## config.mk

```make
export PLATFORM = sky130hd
export DESIGN_NAME = uart_cmd_decoder
export DESIGN_NICKNAME = d
export VERILOG_FILES = /design/src/rtl/uart_cmd_decoder_pkg.sv /design/src/rtl/uart_cmd_decoder_cmd_byte_shifter.sv /design/src/rtl/uart_cmd_decoder.sv
export SDC_FILE = /design/constraint.sdc
export NUM_CORES = 1
export LEC_CHECK = 0
export ABC_CLOCK_PERIOD_IN_PS = 2610
export CORE_UTILIZATION = 55
export CTS_BUF_LIST = sky130_fd_sc_hd__clkbuf_4 sky130_fd_sc_hd__clkbuf_8
export DETAILED_ROUTE_END_ITERATION = 6
export DONT_BUFFER_PORTS = 1
export GPL_TIMING_DRIVEN = 0
export PLACE_DENSITY = 0.82
export SLEW_MARGIN = 20
export SYNTH_ARGS = -nofsm -noshare
export SYNTH_HDL_FRONTEND = slang
export SYNTH_SLANG_ARGS = --single-unit
```

## constraint.sdc

```tcl
create_clock -name clk_i -period 2.61 [get_ports clk_i]
set_clock_uncertainty 0.15 [all_clocks]
set_input_delay 0.522 -clock clk_i [delete_from_list [all_inputs] [get_ports clk_i]]
set_output_delay 0.522 -clock clk_i [all_outputs]
set_load 0.05 [all_outputs]
```

## src/rtl/uart_cmd_decoder_pkg.sv

```systemverilog
// Shared opcodes, FSM encoding and ctrl field layout for the UART command decoder.
// Opcodes sit in the high nibble range so small argument bytes never alias an opcode.
package uart_cmd_decoder_pkg;

  localparam logic [7:0] CMD_DATA   = 8'hD0;
  localparam logic [7:0] CMD_CTRL   = 8'hC0;
  localparam logic [7:0] CMD_FREQ   = 8'hF0;
  localparam logic [7:0] CMD_PERIOD = 8'hB0;
  localparam logic [7:0] CMD_REPEAT = 8'hA0;
  localparam logic [7:0] CMD_GLOBAL = 8'h90;

  localparam int CTRL_EN_BIT   = 0;
  localparam int CTRL_MODE_LSB = 1;
  localparam int CTRL_MODE_MSB = 2;
  localparam int CTRL_IDLE_BIT = 3;

  localparam logic [1:0] MODE_ONE_SHOT = 2'b00;
  localparam logic [1:0] MODE_CONTINUE = 2'b01;
  localparam logic [1:0] MODE_REPEAT   = 2'b10;

  typedef enum logic [2:0] {
    S_OPCODE  = 3'd0,
    S_CH      = 3'd1,
    S_AMOUNT  = 3'd2,
    S_PAYLOAD = 3'd3,
    S_ARG     = 3'd4
  } state_e;

  // State entered after an opcode byte; S_OPCODE means the opcode is unknown.
  function automatic state_e opcode_next(input logic [7:0] op);
    case (op)
      CMD_DATA, CMD_REPEAT, CMD_CTRL: return S_CH;
      CMD_FREQ:                       return S_AMOUNT;
      CMD_PERIOD, CMD_GLOBAL:         return S_ARG;
      default:                        return S_OPCODE;
    endcase
  endfunction

endpackage

```

## src/rtl/uart_cmd_decoder_cmd_byte_shifter.sv

```systemverilog
// Pattern accumulator: clear, write byte at index k into bits [8k+7:8k]; unwritten bytes stay zero.
// acc_nxt_o is the combinational next value so the final byte can be committed the cycle after its tick.
module uart_cmd_decoder_cmd_byte_shifter #(
  parameter int DATA_BIT = 64
) (
  input  logic                clk_i,
  input  logic                rst_ni,
  input  logic                clr_i,
  input  logic                wr_i,
  input  logic [7:0]          idx_i,
  input  logic [7:0]          byte_i,
  output logic [DATA_BIT-1:0] acc_nxt_o
);

  localparam int NB = DATA_BIT / 8;

  logic [DATA_BIT-1:0] acc_q, acc_d;

  // Indices beyond the pattern width are silently dropped.
  always_comb begin
    acc_d = acc_q;
    if (clr_i) begin
      acc_d = '0;
    end else if (wr_i) begin
      for (int k = 0; k < NB; k++) begin
        if (int'(idx_i) == k) acc_d[8*k +: 8] = byte_i;
      end
    end
  end

  always_ff @(posedge clk_i or negedge rst_ni) begin
    if (!rst_ni) acc_q <= '0;
    else         acc_q <= acc_d;
  end

  assign acc_nxt_o = acc_d;

endmodule

```

## src/rtl/uart_cmd_decoder.sv

```systemverilog
// UART byte-stream command parser; strobes and fields register the cycle after the final byte tick.
// Optional CMD_TIMEOUT_EN aborts a stalled command after TIMEOUT_CYCLES idle clocks.
module uart_cmd_decoder
  import uart_cmd_decoder_pkg::*;
#(
  parameter int DATA_BIT       = 64,
  parameter int OUTPUT_NUM     = 16,
  parameter int TIMEOUT_CYCLES = 2000000
) (
  input  logic                          clk_i,
  input  logic                          rst_ni,
  input  logic [7:0]                    data_i,
  input  logic                          rx_done_tick_i,
  output logic [$clog2(OUTPUT_NUM)-1:0] ch_o,
  output logic [DATA_BIT-1:0]           pattern_o,
  output logic [3:0]                    ctrl_o,
  output logic [7:0]                    slow_period_o,
  output logic [7:0]                    fast_period_o,
  output logic [7:0]                    repeat_o,
  output logic                          stop_o,
  output logic                          data_we_o,
  output logic                          ctrl_we_o,
  output logic                          freq_we_o,
  output logic                          period_we_o,
  output logic                          repeat_we_o,
  output logic                          global_we_o,
  output logic                          err_o,
  output logic                          busy_o
);

  localparam int NB  = DATA_BIT / 8;
  localparam int CHW = $clog2(OUTPUT_NUM);

  state_e              state_q;
  logic [7:0]          opc_q, amt_q, cnt_q, arg0_q;
  logic [CHW-1:0]      ch_q;
  logic                arg_idx_q, bad_q;
  logic [CHW-1:0]      ch_out_q;
  logic [DATA_BIT-1:0] pattern_q;
  logic [3:0]          ctrl_q;
  logic [7:0]          slow_q, fast_q, repeat_q;
  logic                stop_q;
  logic                data_we_q, ctrl_we_q, freq_we_q, period_we_q, repeat_we_q, global_we_q, err_q;

  logic                sh_clr, sh_wr, tmo_hit;
  logic [DATA_BIT-1:0] acc_nxt;

  assign sh_clr = rx_done_tick_i && (state_q == S_AMOUNT);
  assign sh_wr  = rx_done_tick_i && (state_q == S_PAYLOAD);

  uart_cmd_decoder_cmd_byte_shifter #(.DATA_BIT(DATA_BIT)) u_shifter (
    .clk_i     (clk_i),
    .rst_ni    (rst_ni),
    .clr_i     (sh_clr),
    .wr_i      (sh_wr),
    .idx_i     (cnt_q),
    .byte_i    (data_i),
    .acc_nxt_o (acc_nxt)
  );

`ifdef CMD_TIMEOUT_EN
  localparam int TW = $clog2(TIMEOUT_CYCLES + 1);
  logic [TW-1:0] tmo_q;

  always_ff @(posedge clk_i or negedge rst_ni) begin
    if (!rst_ni)                                        tmo_q <= '0;
    else if (rx_done_tick_i || (state_q == S_OPCODE)) tmo_q <= '0;
    else                                                tmo_q <= tmo_q + 1'b1;
  end

  // A tick in the timeout cycle takes priority and the byte is processed.
  assign tmo_hit = (state_q != S_OPCODE) && !rx_done_tick_i && (tmo_q == TW'(TIMEOUT_CYCLES - 1));
`else
  assign tmo_hit = 1'b0;
`endif

  always_ff @(posedge clk_i or negedge rst_ni) begin
    if (!rst_ni) begin
      state_q     <= S_OPCODE;
      opc_q       <= '0;
      amt_q       <= '0;
      cnt_q       <= '0;
      arg0_q      <= '0;
      ch_q        <= '0;
      arg_idx_q   <= 1'b0;
      bad_q       <= 1'b0;
      ch_out_q    <= '0;
      pattern_q   <= '0;
      ctrl_q      <= '0;
      slow_q      <= '0;
      fast_q      <= '0;
      repeat_q    <= '0;
      stop_q      <= 1'b0;
      data_we_q   <= 1'b0;
      ctrl_we_q   <= 1'b0;
      freq_we_q   <= 1'b0;
      period_we_q <= 1'b0;
      repeat_we_q <= 1'b0;
      global_we_q <= 1'b0;
      err_q       <= 1'b0;
    end else begin
      data_we_q   <= 1'b0;
      ctrl_we_q   <= 1'b0;
      freq_we_q   <= 1'b0;
      period_we_q <= 1'b0;
      repeat_we_q <= 1'b0;
      global_we_q <= 1'b0;
      err_q       <= 1'b0;
      if (rx_done_tick_i) begin
        case (state_q)
          S_OPCODE: begin
            opc_q     <= data_i;
            bad_q     <= 1'b0;
            arg_idx_q <= 1'b0;
            state_q   <= opcode_next(data_i);
            if (opcode_next(data_i) == S_OPCODE) err_q <= 1'b1;
          end
          S_CH: begin
            ch_q <= data_i[CHW-1:0];
            if (int'(data_i) >= OUTPUT_NUM) bad_q <= 1'b1;
            state_q <= (opc_q == CMD_DATA) ? S_AMOUNT : S_ARG;
          end
          S_AMOUNT: begin
            amt_q <= data_i;
            cnt_q <= '0;
            if (int'(data_i) > NB - 1) bad_q <= 1'b1;
            state_q <= S_PAYLOAD;
          end
          S_PAYLOAD: begin
            if (cnt_q == amt_q) begin
              state_q <= S_OPCODE;
              if (bad_q) begin
                err_q <= 1'b1;
              end else begin
                pattern_q <= acc_nxt;
                if (opc_q == CMD_DATA) begin
                  ch_out_q  <= ch_q;
                  data_we_q <= 1'b1;
                end else begin
                  freq_we_q <= 1'b1;
                end
              end
            end else begin
              cnt_q <= cnt_q + 8'd1;
            end
          end
          S_ARG: begin
            if ((opc_q == CMD_PERIOD) && !arg_idx_q) begin
              arg0_q    <= data_i;
              arg_idx_q <= 1'b1;
            end else begin
              state_q <= S_OPCODE;
              if (bad_q) begin
                err_q <= 1'b1;
              end else begin
                case (opc_q)
                  CMD_PERIOD: begin
                    slow_q      <= arg0_q;
                    fast_q      <= data_i;
                    period_we_q <= 1'b1;
                  end
                  CMD_CTRL: begin
                    ch_out_q  <= ch_q;
                    ctrl_q    <= data_i[3:0];
                    ctrl_we_q <= 1'b1;
                  end
                  CMD_REPEAT: begin
                    ch_out_q    <= ch_q;
                    repeat_q    <= data_i;
                    repeat_we_q <= 1'b1;
                  end
                  default: begin
                    stop_q      <= data_i[0];
                    global_we_q <= 1'b1;
                  end
                endcase
              end
            end
          end
          default: state_q <= S_OPCODE;
        endcase
      end else if (tmo_hit) begin
        state_q <= S_OPCODE;
        err_q   <= 1'b1;
      end
    end
  end

  assign ch_o          = ch_out_q;
  assign pattern_o     = pattern_q;
  assign ctrl_o        = ctrl_q;
  assign slow_period_o = slow_q;
  assign fast_period_o = fast_q;
  assign repeat_o      = repeat_q;
  assign stop_o        = stop_q;
  assign data_we_o     = data_we_q;
  assign ctrl_we_o     = ctrl_we_q;
  assign freq_we_o     = freq_we_q;
  assign period_we_o   = period_we_q;
  assign repeat_we_o   = repeat_we_q;
  assign global_we_o   = global_we_q;
  assign err_o         = err_q;
  assign busy_o        = (state_q != S_OPCODE);

endmodule

```

==> run_results.csv <==
group,metric,value,unit
timing,hold_violations,209,
yosys,syn_area,8570,um2
global_route,grt_max_degree,210,
yosys,ys_types,52,
routing,ant_nets,0,
cts,cts_made_buffers,34,
min_path,hold_class,"input pin to asynchronous set/reset pin",
yosys,yosys-top-cells-area,"dfrtp_1 (61%), mux2i_1 (8.1%), mux2_2 (5.8%)",
setup_path,start_kind,"flop",
timing,rsz0062_at_grt,"false",
yosys,syn-num-nets,742,
yosys,syn_avg_cell_area,11.8,um2
cells_and_area,final_cell_area,9550,um2
setup_path,crit_type,"flop to flop",
yosys,synth_top_area_cell,"dfrtp_1",
timing,finalSetupViolCount,0,
floorplan,rows,45,
run_status,failed_checks,"negative hold slack",
yosys,synth_seq_cells,209,
cts,postCtsHoldBufs,1,
placement,place.gp.congestion,0.870,
global_route,overflow,0,
power_and_ir_drop,powerDensity,838,nW/um2
cts,cts.sinks,209,
timing,tightest_slew,0.801,ns
cells_and_area,syn2layout_area_growth,11.4,%
timing,slew_headroom,46.6,%
timing,fmax,407,MHz
timing,slew_viol_final,0,
placement,place_area,8800,um2
run,drv_cap,0,
routing,drc,0,
cts,clock_path_buffers,3,
placement,io_buffers,0,
setup_path,end_kind,"flop",
run_status,outcome,"complete, but fails checks",
global_route,grt_pass1_wl,31700,um
global_route,grt_use_total,25.7,%
setup_path,worstPathRequired,2.88,ns
floorplan,start_util,56.4,%
power_and_ir_drop,vdd_drop_max,408,uV
yosys,synth_ff_type,"dfrtp_1",
routing,viasPerCell,5.88,
placement,dp_hpwl,13000,um
cts,clk_latency,0.52,ns
floorplan,die_y,127,um
cells_and_area,nets,784,
setup_path,slowest_stage,"nor4_4",
floorplan,die-width,127,um
routing,wl_per_cell,20.6,um
yosys,ys_seq_area_share,61.0,%
setup_path,crit_chain,"buf_2 -> xor2_1 -> nor4_4 -> nand4_1 -> clkbuf_2 -> clkbuf_1 -> o21ai_0",
setup_path,cp_max_fo,10,
global_route,grt_pass1_vias,5855,
timing,layout_setup_ws,0.155,ns
setup_path,reg2reg_slack,0.16,ns
cts,clkTransAtPathRegs,0.06,ns
global_route,antenna_found_initial,0,
cells_and_area,final_util,62.8,%
timing,holdWs,-0.455,ns
yosys,yosys_warnings,0,
yosys,synth-async-reset-ratio,100,%
cts,cts_tree,"done",
cells_and_area,fillers,1156,
cts,htree_levels,2,
floorplan,core-area,15200,um2
timing,min_period,2.45,ns
power_and_ir_drop,leakage,0.00480,uW
routing,dr_total_vias,5747,
yosys,syn_inst,727,
placement,place_ws,-0.0254,ns
cells_and_area,drive_above_1_share,17.7,%
cts,clockRootBuffer,"clkbuf_8",
routing,first_pass_iters,6,
cells_and_area,final_cell_mix,"dfrtp_1 (209), nand2_1 (104), nor2_1 (75)",
routing,wl,20100,um
timing,post-route-period-util,94.1,%
cells_and_area,final_common_cell,"dfrtp_1",
yosys,synth_edf_count,0,
setup_path,crit_arrival,2.72,ns
floorplan,die_area,16100,um2
yosys,synth_top_area_share,61.0,%
power_and_ir_drop,power,8000,uW
cells_and_area,n_antenna_cell,0,
setup_path,crit_path_max_incr_delay,0.40,ns
routing,drt_iter0_drc,414,
floorplan,io_pins,116,
cell type report:
class / instances / area, um2 / area share, %
Clock inverter: 4 / 27.5 / 0.288
Inverter: 10 / 37.5 / 0.393
Buffer: 49 / 216 / 2.27
Clock buffer: 53 / 667 / 6.98
Tap cell: 188 / 235 / 2.46
Sequential cell: 209 / 5230 / 54.8
Timing Repair Buffer: 6 / 47.5 / 0.498
Multi-Input combinational cell: 459 / 3090 / 32.3
what timing repair did:
action                                 4_1_cts  5_1_grt
gates cloned                                 0        0
pin swaps                                    0        3
resized for setup                            1        2
setup endpoints to repair                   10       53
buffers inserted                             0        5
endpoints found under the hold margin      210      209
Yosys cell counts, drive strengths merged (2+ instances only):
| cell | instances |
|---|---|
| dfrtp | 209 |
| nand2 | 104 |
| nor2 | 79 |
| o21ai | 72 |
| mux2i | 69 |
| mux2 | 53 |
| clkbuf | 42 |
| inv | 10 |
| nand4 | 9 |
| xor2 | 9 |
| nand3 | 8 |
| buf | 7 |
| nor4 | 6 |
| nor2b | 5 |
| a21oi | 4 |
| ha | 4 |
| a211oi | 3 |
| a21o | 3 |
| or3 | 3 |
| xnor2 | 3 |
| and2 | 2 |
| and3b | 2 |
| nand2b | 2 |
| nand3b | 2 |
| nor4b | 2 |
sequential cells by signal, summed over array words and instances (netlist names), 3 cells and up:
signal	count
ctrl_o	4
slow_period_o	8
amt_q	8
repeat_o	8
pattern_o	64
u_shifter.acc_q	64
ch_o	4
cnt_q	8
fast_period_o	8
opc_q	8
arg0_q	8
ch_q	4
state_q	3
cells by family after synthesis:
| family | synth area share [%] |
|---|---|
| AOI/OAI and AO/OA | 5.87 |
| xor gates and xnor gates | 1.23 |
| adders and majority gates | 0.584 |
| buffers and inverters | 2.94 |
| DFF | 61.0 |
| muxes | 15.4 |
| and+or+nand+nor | 12.9 |
power by group:
part	switching (uW)	internal, uW	leakage [uW]
combinational	769	482	0.00157
sequential	326	3550	0.00286
clock	1250	1630	0.000372
through the flow:
stage	std cells	setup TNS, ns
after global placement	915	0
after detailed placement	915	-0.0254
final	978	0
after CTS	973	0
after global routing	978	0
after floorplan	727	0
critical path, delay by kind of cell (launching register included):
kind | cells | cell delay, ns
AO/OA/AOI/OAI | 1 | 0.28
buffers and inverters | 3 | 0.80
flip-flops | 1 | 0.36
XOR/XNOR | 1 | 0.20
AND/OR/NAND/NOR | 2 | 0.56
worst paths after layout:
path | cells after the start | end | from
setup / recovery | 7 | pattern_o[13]$_DFFE_PN0P_ | cnt_q[3]$_DFFE_PN0P_
hold / removal | 0 | pattern_o[39]$_DFFE_PN0P_ | rst_ni
setup reg to reg | 7 | pattern_o[13]$_DFFE_PN0P_ | cnt_q[3]$_DFFE_PN0P_
hold reg to reg | 1 | slow_period_o[3]$_DFFE_PN0P_ | arg0_q[3]$_DFFE_PN0P_
max in group asynchronous | 0 | ch_o[1]$_DFFE_PN0P_ | rst_ni
min in group clk_i | 2 | u_shifter.acc_q[41]$_DFF_PN0_ | data_i[1]
routing by layer:
| layer | part of all wire [%] | vias up | GRT usage, % | wire length [um] |
|---|---|---|---|---|
| met5 | 0 | - | 0 | 0 |
| met4 | 2.7 | 0 | 10.2 | 534 |
| met3 | 5.9 | 43 | 6.54 | 1180 |
| met2 | 50 | 190 | 41.1 | 10000 |
| met1 | 42 | 2963 | 33.7 | 8360 |
| li1 | - | 2551 | - | - |
Power figures use the tool's default switching activity.
